File: src/rtl/code_gen_ntap.sv
// code_gen_ntap: C/A code generator for one tracking channel with a
// configurable number of half-chip-spaced taps, dump point, code length
// and a data-bit epoch counter captured at the TIC.
//
// Ports
//   clk, rst         clock, asynchronous active-high reset
//   tic_enable       TIC pulse, captures code_phase and epoch_at_tic
//   hc_enable        half-chip pulse from the code NCO
//   prn_key_enable   re-initialise, loads G2 from prn_key (highest priority)
//   prn_key          G2 initial state
//   slew_enable      arms a slew of code_slew half-chips for the next period
//   code_slew        slew length in half-chips
//   epoch_load       loads epoch from epoch_load_val
//   epoch_load_val   epoch load value
//   taps             code taps, bit 0 earliest
//   early/prompt/late  the three centre taps
//   dump_enable      one-cycle pulse per code period
//   code_phase       half-chips since last dump, captured at TIC
//   epoch            live epoch count
//   epoch_at_tic     epoch captured at TIC
//   slew_busy        slew armed or in progress
module code_gen_ntap #(
  parameter int TAPS        = 3,
  parameter int HC_PER_CODE = 2046,
  parameter int DUMP_HC     = 3,
  parameter int EPOCH_LEN   = 20
) (
  input  logic            clk,
  input  logic            rst,
  input  logic            tic_enable,
  input  logic            hc_enable,
  input  logic            prn_key_enable,
  input  logic [9:0]      prn_key,
  input  logic            slew_enable,
  input  logic [10:0]     code_slew,
  input  logic            epoch_load,
  input  logic [4:0]      epoch_load_val,
  output logic [TAPS-1:0] taps,
  output logic            early,
  output logic            prompt,
  output logic            late,
  output logic            dump_enable,
  output logic [11:0]     code_phase,
  output logic [4:0]      epoch,
  output logic [4:0]      epoch_at_tic,
  output logic            slew_busy
);

  localparam logic [11:0] MAX_HC     = 12'(HC_PER_CODE - 1);
  localparam logic [11:0] DUMP_CNT   = 12'(DUMP_HC);
  localparam logic [4:0]  EPOCH_LAST = 5'(EPOCH_LEN - 1);

  logic        running;
  logic [9:0]  g1, g2;
  logic        g1_q, g2_q, ca;
  logic        hc_count1, fc_enable;
  logic [11:0] hc_count2, max_count2, hc_count3;
  logic        slew_trigger, slew_flag, slew_flag_nxt;
  logic [10:0] slew, slew_nxt;
  logic        hc_go;

  // Nothing advances between reset and the first prn_key_enable.
  assign hc_go  = hc_enable & running;
  assign ca     = g1_q ^ g2_q;
  assign early  = taps[TAPS/2-1];
  assign prompt = taps[TAPS/2];
  assign late   = taps[TAPS/2+1];

  always_ff @(posedge clk or posedge rst) begin
    if (rst)                 running <= 1'b0;
    else if (prn_key_enable) running <= 1'b1;
  end

  always_ff @(posedge clk or posedge rst) begin
    if (rst) begin
      g1 <= '0; g2 <= '0; g1_q <= 1'b0; g2_q <= 1'b0;
    end else if (prn_key_enable) begin
      g1 <= 10'h3FF; g2 <= prn_key; g1_q <= 1'b0; g2_q <= 1'b0;
    end else if (fc_enable) begin
      g1_q <= g1[0];
      g1   <= {g1[7] ^ g1[0], g1[9:1]};
      g2_q <= g2[0];
      g2   <= {g2[8] ^ g2[7] ^ g2[4] ^ g2[2] ^ g2[1] ^ g2[0], g2[9:1]};
    end
  end

  always_ff @(posedge clk or posedge rst) begin
    if (rst)                 taps <= '0;
    else if (prn_key_enable) taps <= '0;
    else if (hc_go)          taps <= {taps[TAPS-2:0], ca};
  end

  // Slew: every hc_enable spent while slew != 0 freezes the chip toggle,
  // delaying the code by one half-chip. A trigger load overrides the
  // decrement.
  always_comb begin
    slew_nxt = slew;
    if (hc_go && slew != 11'd0) slew_nxt = slew - 11'd1;
    if (slew_trigger)           slew_nxt = code_slew;
    slew_flag_nxt = slew_flag;
    if (dump_enable) slew_flag_nxt = 1'b0;
    if (slew_enable) slew_flag_nxt = 1'b1;
  end

  always_ff @(posedge clk or posedge rst) begin
    if (rst) begin
      hc_count1 <= 1'b0; fc_enable <= 1'b0;
      slew <= '0; slew_flag <= 1'b0; slew_busy <= 1'b0;
    end else if (prn_key_enable) begin
      hc_count1 <= 1'b0; fc_enable <= 1'b0;
      slew <= '0; slew_flag <= 1'b0; slew_busy <= 1'b0;
    end else begin
      fc_enable <= 1'b0;
      if (hc_go && slew == 11'd0) begin
        hc_count1 <= ~hc_count1;
        fc_enable <= hc_count1;
      end
      slew      <= slew_nxt;
      slew_flag <= slew_flag_nxt;
      slew_busy <= slew_flag_nxt | (slew_nxt != 11'd0);
    end
  end

  // Period counter. The period length for the coming wrap is chosen at
  // count 1, so an armed slew stretches the period it is triggered in.
  always_ff @(posedge clk or posedge rst) begin
    if (rst) begin
      hc_count2 <= '0; max_count2 <= '0;
      dump_enable <= 1'b0; slew_trigger <= 1'b0;
    end else if (prn_key_enable) begin
      hc_count2 <= '0; max_count2 <= MAX_HC;
      dump_enable <= 1'b0; slew_trigger <= 1'b0;
    end else begin
      dump_enable  <= 1'b0;
      slew_trigger <= 1'b0;
      if (hc_go) begin
        hc_count2 <= hc_count2 + 12'd1;
        if (hc_count2 == DUMP_CNT) begin
          dump_enable <= 1'b1;
        end else if (hc_count2 == max_count2) begin
          hc_count2 <= '0;
        end else if (hc_count2 == 12'd1) begin
          if (slew_flag) begin
            slew_trigger <= 1'b1;
            max_count2   <= MAX_HC + {1'b0, code_slew};
          end else begin
            max_count2   <= MAX_HC;
          end
        end
      end
    end
  end

  always_ff @(posedge clk or posedge rst) begin
    if (rst)                 hc_count3 <= '0;
    else if (prn_key_enable) hc_count3 <= '0;
    else if (dump_enable)    hc_count3 <= '0;
    else if (hc_go)          hc_count3 <= hc_count3 + 12'd1;
  end

  always_ff @(posedge clk or posedge rst) begin
    if (rst) begin
      epoch <= '0;
    end else if (prn_key_enable) begin
      epoch <= '0;
    end else if (epoch_load) begin
      epoch <= epoch_load_val;
    end else if (dump_enable) begin
      epoch <= (epoch == EPOCH_LAST) ? 5'd0 : epoch + 5'd1;
    end
  end

  // Captures see the pre-update counters when a TIC lands on a dump.
  always_ff @(posedge clk or posedge rst) begin
    if (rst) begin
      code_phase <= '0; epoch_at_tic <= '0;
    end else if (tic_enable && !prn_key_enable) begin
      code_phase   <= hc_count3;
      epoch_at_tic <= epoch;
    end
  end

endmodule

File: config.mk
export PLATFORM = sky130hd
export DESIGN_NAME = code_gen_ntap
export DESIGN_NICKNAME = d
export VERILOG_FILES = /design/src/rtl/code_gen_ntap.sv
export SDC_FILE = /design/constraint.sdc
export NUM_CORES = 1
export LEC_CHECK = 0
export ABC_AREA = 1
export CAP_MARGIN = 20
export CORE_ASPECT_RATIO = 0.75
export CORE_MARGIN = 5
export CORE_UTILIZATION = 50
export CTS_CLUSTER_SIZE = 30
export DETAILED_ROUTE_END_ITERATION = 12
export GPL_TIMING_DRIVEN = 1
export PLACE_DENSITY = 0.74
export SLEW_MARGIN = 20
export SYNTH_ARGS = -nofsm -noshare
export SYNTH_HDL_FRONTEND = slang
export SYNTH_SLANG_ARGS = --single-unit
export TNS_END_PERCENT = 30
File: constraint.sdc
create_clock -name clk -period 3.78 [get_ports clk]
set_input_delay 0.756 -clock clk [delete_from_list [all_inputs] [get_ports clk]]
set_output_delay 0.756 -clock clk [all_outputs]
set_load 0.05 [all_outputs]
**Word-level counts from Yosys, hierarchy flattened**

Cells that the tools add are included.
Widths: inputs -> output; s select.

- Logic and storage cells: 101
- Bits in registers: 101
- Output and inout bits: 30

- Bitwise logic cells: 10
- Equal/unequal tests: 6
- Reductions and logical operators: 14
- Add/subtract/negate cells: 5
- Muxes and demuxes: 47

Operators by type and width:

| cell | count |
|---|---|
| $mux 12 | 13 |
| $mux 10 | 4 |
| $mux 11 | 3 |
| $add 12x1->12 const B | 2 |
| $reduce_bool 11->1 | 2 |
| $mux 1 | 21 |
| $mux 5 | 4 |
| $add 11x11->12 const A | 1 |
| $eq 12x1->1 const B | 1 |
| $eq 12x12->1 | 1 |
| $eq 12x2->1 const B | 1 |
| $logic_not 11->1 | 1 |
| $sub 11x1->11 const B | 1 |
| $reduce_bool 2->1 | 4 |
| $xor 1x1->1 | 7 |
| $mux 3 | 2 |
| $reduce_bool 3->1 | 2 |
| $add 5x1->5 const B | 1 |
| $eq 5x5->1 const B | 1 |
| $ne 2x2->1 const B | 2 |
| $reduce_and 4->1 | 1 |
| $logic_and 1x1->1 | 3 |
| $and 1x1->1 | 1 |
| $logic_not 1->1 | 1 |
| 2 further kinds | 2 |

**Longest topological paths before layout**

- Depth after elaboration: 7
- Mapped depth: 14
- Gate-level depth less buffers: 14

**Worst setup path before layout**

Ideal clock, no wire load.

- Path type: input -> register
- Start point: input port prn_key_enable
- End point: register max_count2[3]
- Path slack: 1.940 ns
- Required time: 3.661 ns
- Arrival: 1.721 ns
- Stages: 8
- Setup time: 0.119 ns
- Path through: buf_2 inv_2 buf_2 nand2_1 inv_1 o21ai_0 o21ai_2 nand2_1

- Cells in the longest elaborated chain, start to end: 2

RTL lines:

| item | RTL line | text |
|---|---|---|
| start, declared | 32 | `input logic prn_key_enable,` |
| $ne 2x2->1 (no line) or $reduce_bool 2->1 (tied branches) | - |  |
| $reduce_and 4->1 (no line) | - |  |
| end signal, assigned | 145 | `max_count2 <= MAX_HC + {1'b0, code_slew};` |
| end, declared | 57 | `logic [11:0] hc_count2, max_count2, hc_count3;` |

Several ways; a longest one is shown, not always the timed one.
A chain may end at the register's enable or synchronous reset.

**Worst setup path in the final report**

- Start point: input port prn_key_enable
- End point: register g1[9]

- Cells in the longest elaborated chain, start to end: 1

RTL lines:

| item | RTL line | text |
|---|---|---|
| $mux 10 or $reduce_bool 2->1 (tied branches) | - |  |
| end signal, assigned | 81 | `g1 <= {g1[7] ^ g1[0], g1[9:1]};` |
| end, declared | 54 | `logic [9:0] g1, g2;` |

Several ways; a longest one is shown, not always the timed one.

==> impl_metrics.py <==
metrics = {
    "clocking": {
        "cts_buffer_depth": 2,
        "numCtsBuffers": 9,
        "post_cts_resize_count": 0,
        "cts_tree": "built",
        "cts_hold_buf": 0,
        "clock_sinks": 101,
        "root_buffer": "clkbuf_16",
        "htree_levels": 3,
        "clkTransAtPathRegs_ns": 0.07,
        "post_cts_buffers": 0,
        "clkLatencyLatePin_ns": 0.35,
    },
    "routing": {
        "finalWirelength_mm": 12.3,
        "vias": 4528,
        "routed_via_density": 5.36,
        "ant_nets": 0,
        "drtIter0Drc": 369,
        "drc_errors": 0,
        "firstDrtPassIters": 5,
        "routedWlPerCell_um": 14.6,
    },
    "power": {
        "netSwitchingFraction": 0.360,
        "p_sw_mw": 1.14,
        "total_power_mw": 3.17,
        "power.share.clock": 0.284,
        "combPwrFrac": 0.316,
        "ir_drop_v": 0.000428,
        "powerDensity_nw_per_um2": 504,
        "internal_power_mw": 2.03,
        "p_seq_frac": 0.401,
        "p_leak_nw": 2.91,
    },
    "placed_design": {
        "dp_cells": 828,
        "io_buffers": 62,
        "dp_hpwl_mm": 9.14,
        "place_congestion": 0.912,
    },
    "global_route": {
        "grt_pass1_vias": 4316,
        "grt_max_degree": 54,
        "grt_pass1_wl_mm": 20.5,
        "grt.total_usage": 0.198,
        "overflow": 0,
        "antenna_found_initial": 0,
    },
    "synthesis": {
        "synthMostInstantiatedCell": "nand2_1",
        "synthTopCellsByCount": "151 x nand2_1, 101 x dfrtp_1, 74 x inv_1, 53 x nand3_1, 42 x nor2_1",
        "synth_fp_nets": 685,
        "synth_area_leaders": "dfrtp_1 48%, nand2_1 11%, inv_1 5.3%",
        "synth_area_leader_cell": "dfrtp_1",
        "synth-seq-cells": 101,
        "synth_area_um2": 5280,
        "ys.flop_type": "dfrtp_1",
        "synthCells": 646,
        "avgSynthCellArea_um2": 8.17,
        "yosysWarnings": 0,
        "ys_async_sr_fraction": 1.00,
        "yosys.area.top_type_share": 0.479,
        "synth_edf_count": 0,
        "synth_cell_types": 44,
        "synth-seq-area-share": 0.479,
    },
    "sta": {
        "period_needed_ns": 2.77,
        "report.final.slew_viol_count": 0,
        "rsz0062_at_grt": "no",
        "fmax_ghz": 0.361,
        "slew_headroom": 0.282,
        "timing.hold.ws_ns": 0.475,
        "setup_tns_ns": 0,
        "tightest_slew_ns": 1.07,
        "hold_viol_final": 0,
        "finClkSkew_ns": 0.00749,
        "setup_viol_count_final": 0,
        "finalCritPeriodShare": 0.732,
    },
    "die": {
        "rows": 32,
        "core_area_um2": 10300,
        "io_pins": 63,
        "initial_core_util": 0.513,
        "die_x_um": 129,
        "dieHeight_um": 99.0,
        "die_area_um2": 12700,
    },
    "finish": {
        "antenna_cells": 0,
        "layout.nets": 742,
        "final_cells": 844,
        "area_growth_pct": 19.1,
        "utilization": 0.611,
        "drive_gt1_frac": 0.0749,
        "fillers": 884,
    },
    "critical_path": {
        "crit_required_ns": 4.02,
        "r2r_cells": 13,
        "critPathArrivalTime_ns": 3.01,
        "worstSetupPathType": "primary input to register",
        "start_kind": "primary input",
        "path_common_cell": "inv_1",
        "r2r-start": "slew[0]$_DFF_PP0_",
        "r2r_slack_ns": 1.52,
        "worstSetupEndpointType": "register",
        "crit_slowest_cell": "clkdlybuf4s50_1",
        "crit_path_start": "prn_key_enable",
        "critPathCapture": "g1[9]$_DFFE_PP0P_",
        "path_cells": "clkdlybuf4s50_1 -> inv_2 -> nand2_1 -> inv_1 -> o21ai_0 -> o22ai_1 -> inv_1",
        "cp_max_fo": 29,
        "critPathMaxStageDelay_ns": 0.65,
        "timing.rr.end": "slew_busy$_DFF_PP0_",
    },
    "flow_run": {
        "max_cap_violations": 0,
    },
    "min_path": {
        "worstHoldPathCells": 1,
        "hold_path.class": "register to register",
    },
    "outcome": {
        "status": "completed",
    },
}
-- how the worst min path moves through the flow --
| stage | slack, ns | endpoint | start |
|---|---|---|---|
| 2_1_floorplan | 0.44 | hc_count3[11]$_DFFE_PP0P_ | hc_count3[11]$_DFFE_PP0P_ |
| 3_3_place_gp | 0.45 | hc_count3[10]$_DFFE_PP0P_ | hc_count3[10]$_DFFE_PP0P_ |
| 3_5_place_dp | 0.46 | hc_count3[10]$_DFFE_PP0P_ | hc_count3[10]$_DFFE_PP0P_ |
| 4_1_cts | 0.47 | hc_count3[10]$_DFFE_PP0P_ | hc_count3[10]$_DFFE_PP0P_ |
| 5_1_grt | 0.50 | hc_count3[10]$_DFFE_PP0P_ | hc_count3[10]$_DFFE_PP0P_ |
| 6_report | 0.48 | hc_count3[10]$_DFFE_PP0P_ | hc_count3[10]$_DFFE_PP0P_ |
-- area by class of cell --
type,count,area (µm²),area share
Sequential cell,101,2530,0.402
Clock inverter,2,16.3,0.00259
Tap cell,136,170,0.0271
Inverter,81,307,0.0487
Timing Repair Buffer,66,651,0.103
Clock buffer,14,274,0.0436
Multi-Input combinational cell,444,2340,0.373
-- worst max-delay path: cells and delay by family --
family	cells	cell delay (ns)
buffers and inverters	4	1.61
AND/OR/NAND/NOR	1	0.32
AO/OA/AOI/OAI	2	0.32
-- power by group through the flow --
stage | Clock [mW] | Combinational, mW | Sequential [mW]
after CTS | 0.915 | 0.989 | 1.27
after global routing | 0.951 | 1.11 | 1.28
after floorplan | 0 | 0.692 | 1.32
final | 0.899 | 1.00 | 1.27
after global placement | 0 | 0.954 | 1.28
after detailed placement | 0 | 0.985 | 1.29
-- layer usage --
layer	wire, µm	up-vias	GRT usage
met2	5590	115	0.295
met3	597	17	0.0368
li1	-	2233	-
met5	0	-	0
met4	228	0	0.0759
met1	5900	2163	0.287
-- cells in the final DEF, fill, tap and decap left out, types with 9 or more instances in the layout --
cell type and count:
nor3_1 10, clkbuf_16 9, nor2_1 42, nand3_1 53
nand2_1 151, xor2_1 20, clkdlybuf4s50_1 62, a22oi_1 13
nand4_1 14, inv_1 73, o21ai_0 39, dfrtp_1 101
a21oi_1 26, o21ai_1 10
-- metrics by stage --
stage	instance area, µm²	worst slack, ns
floorplan	5280	0.377
global placement	6000	0.760
detailed placement	6000	0.642
CTS	6290	1.04
global route	6290	0.757
finish	6290	1.01
-- logic make-up (layout without fill, tap and decap cells) --
| kind of cell | Yosys count | in the layout | share of synthesized area |
|---|---|---|---|
| AOI/OAI and AO/OA | 107 | 107 | 0.117 |
| xor gates and xnor gates | 26 | 26 | 0.0431 |
| adders and majority gates | 6 | 6 | 0.0142 |
| buffers and inverters | 101 | 163 | 0.0773 |
| DFF | 101 | 101 | 0.479 |
| muxes | 4 | 4 | 0.00853 |
| and+or+nand+nor | 301 | 301 | 0.261 |
-- flip-flops by register name, indices dropped and copies added (netlist names), 10 cells and up --
register	flops
g1	10
max_count2	12
g2	10
code_phase	12
slew	11
hc_count3	12
hc_count2	12
Note: power is estimated with default switching activity, not from simulation.
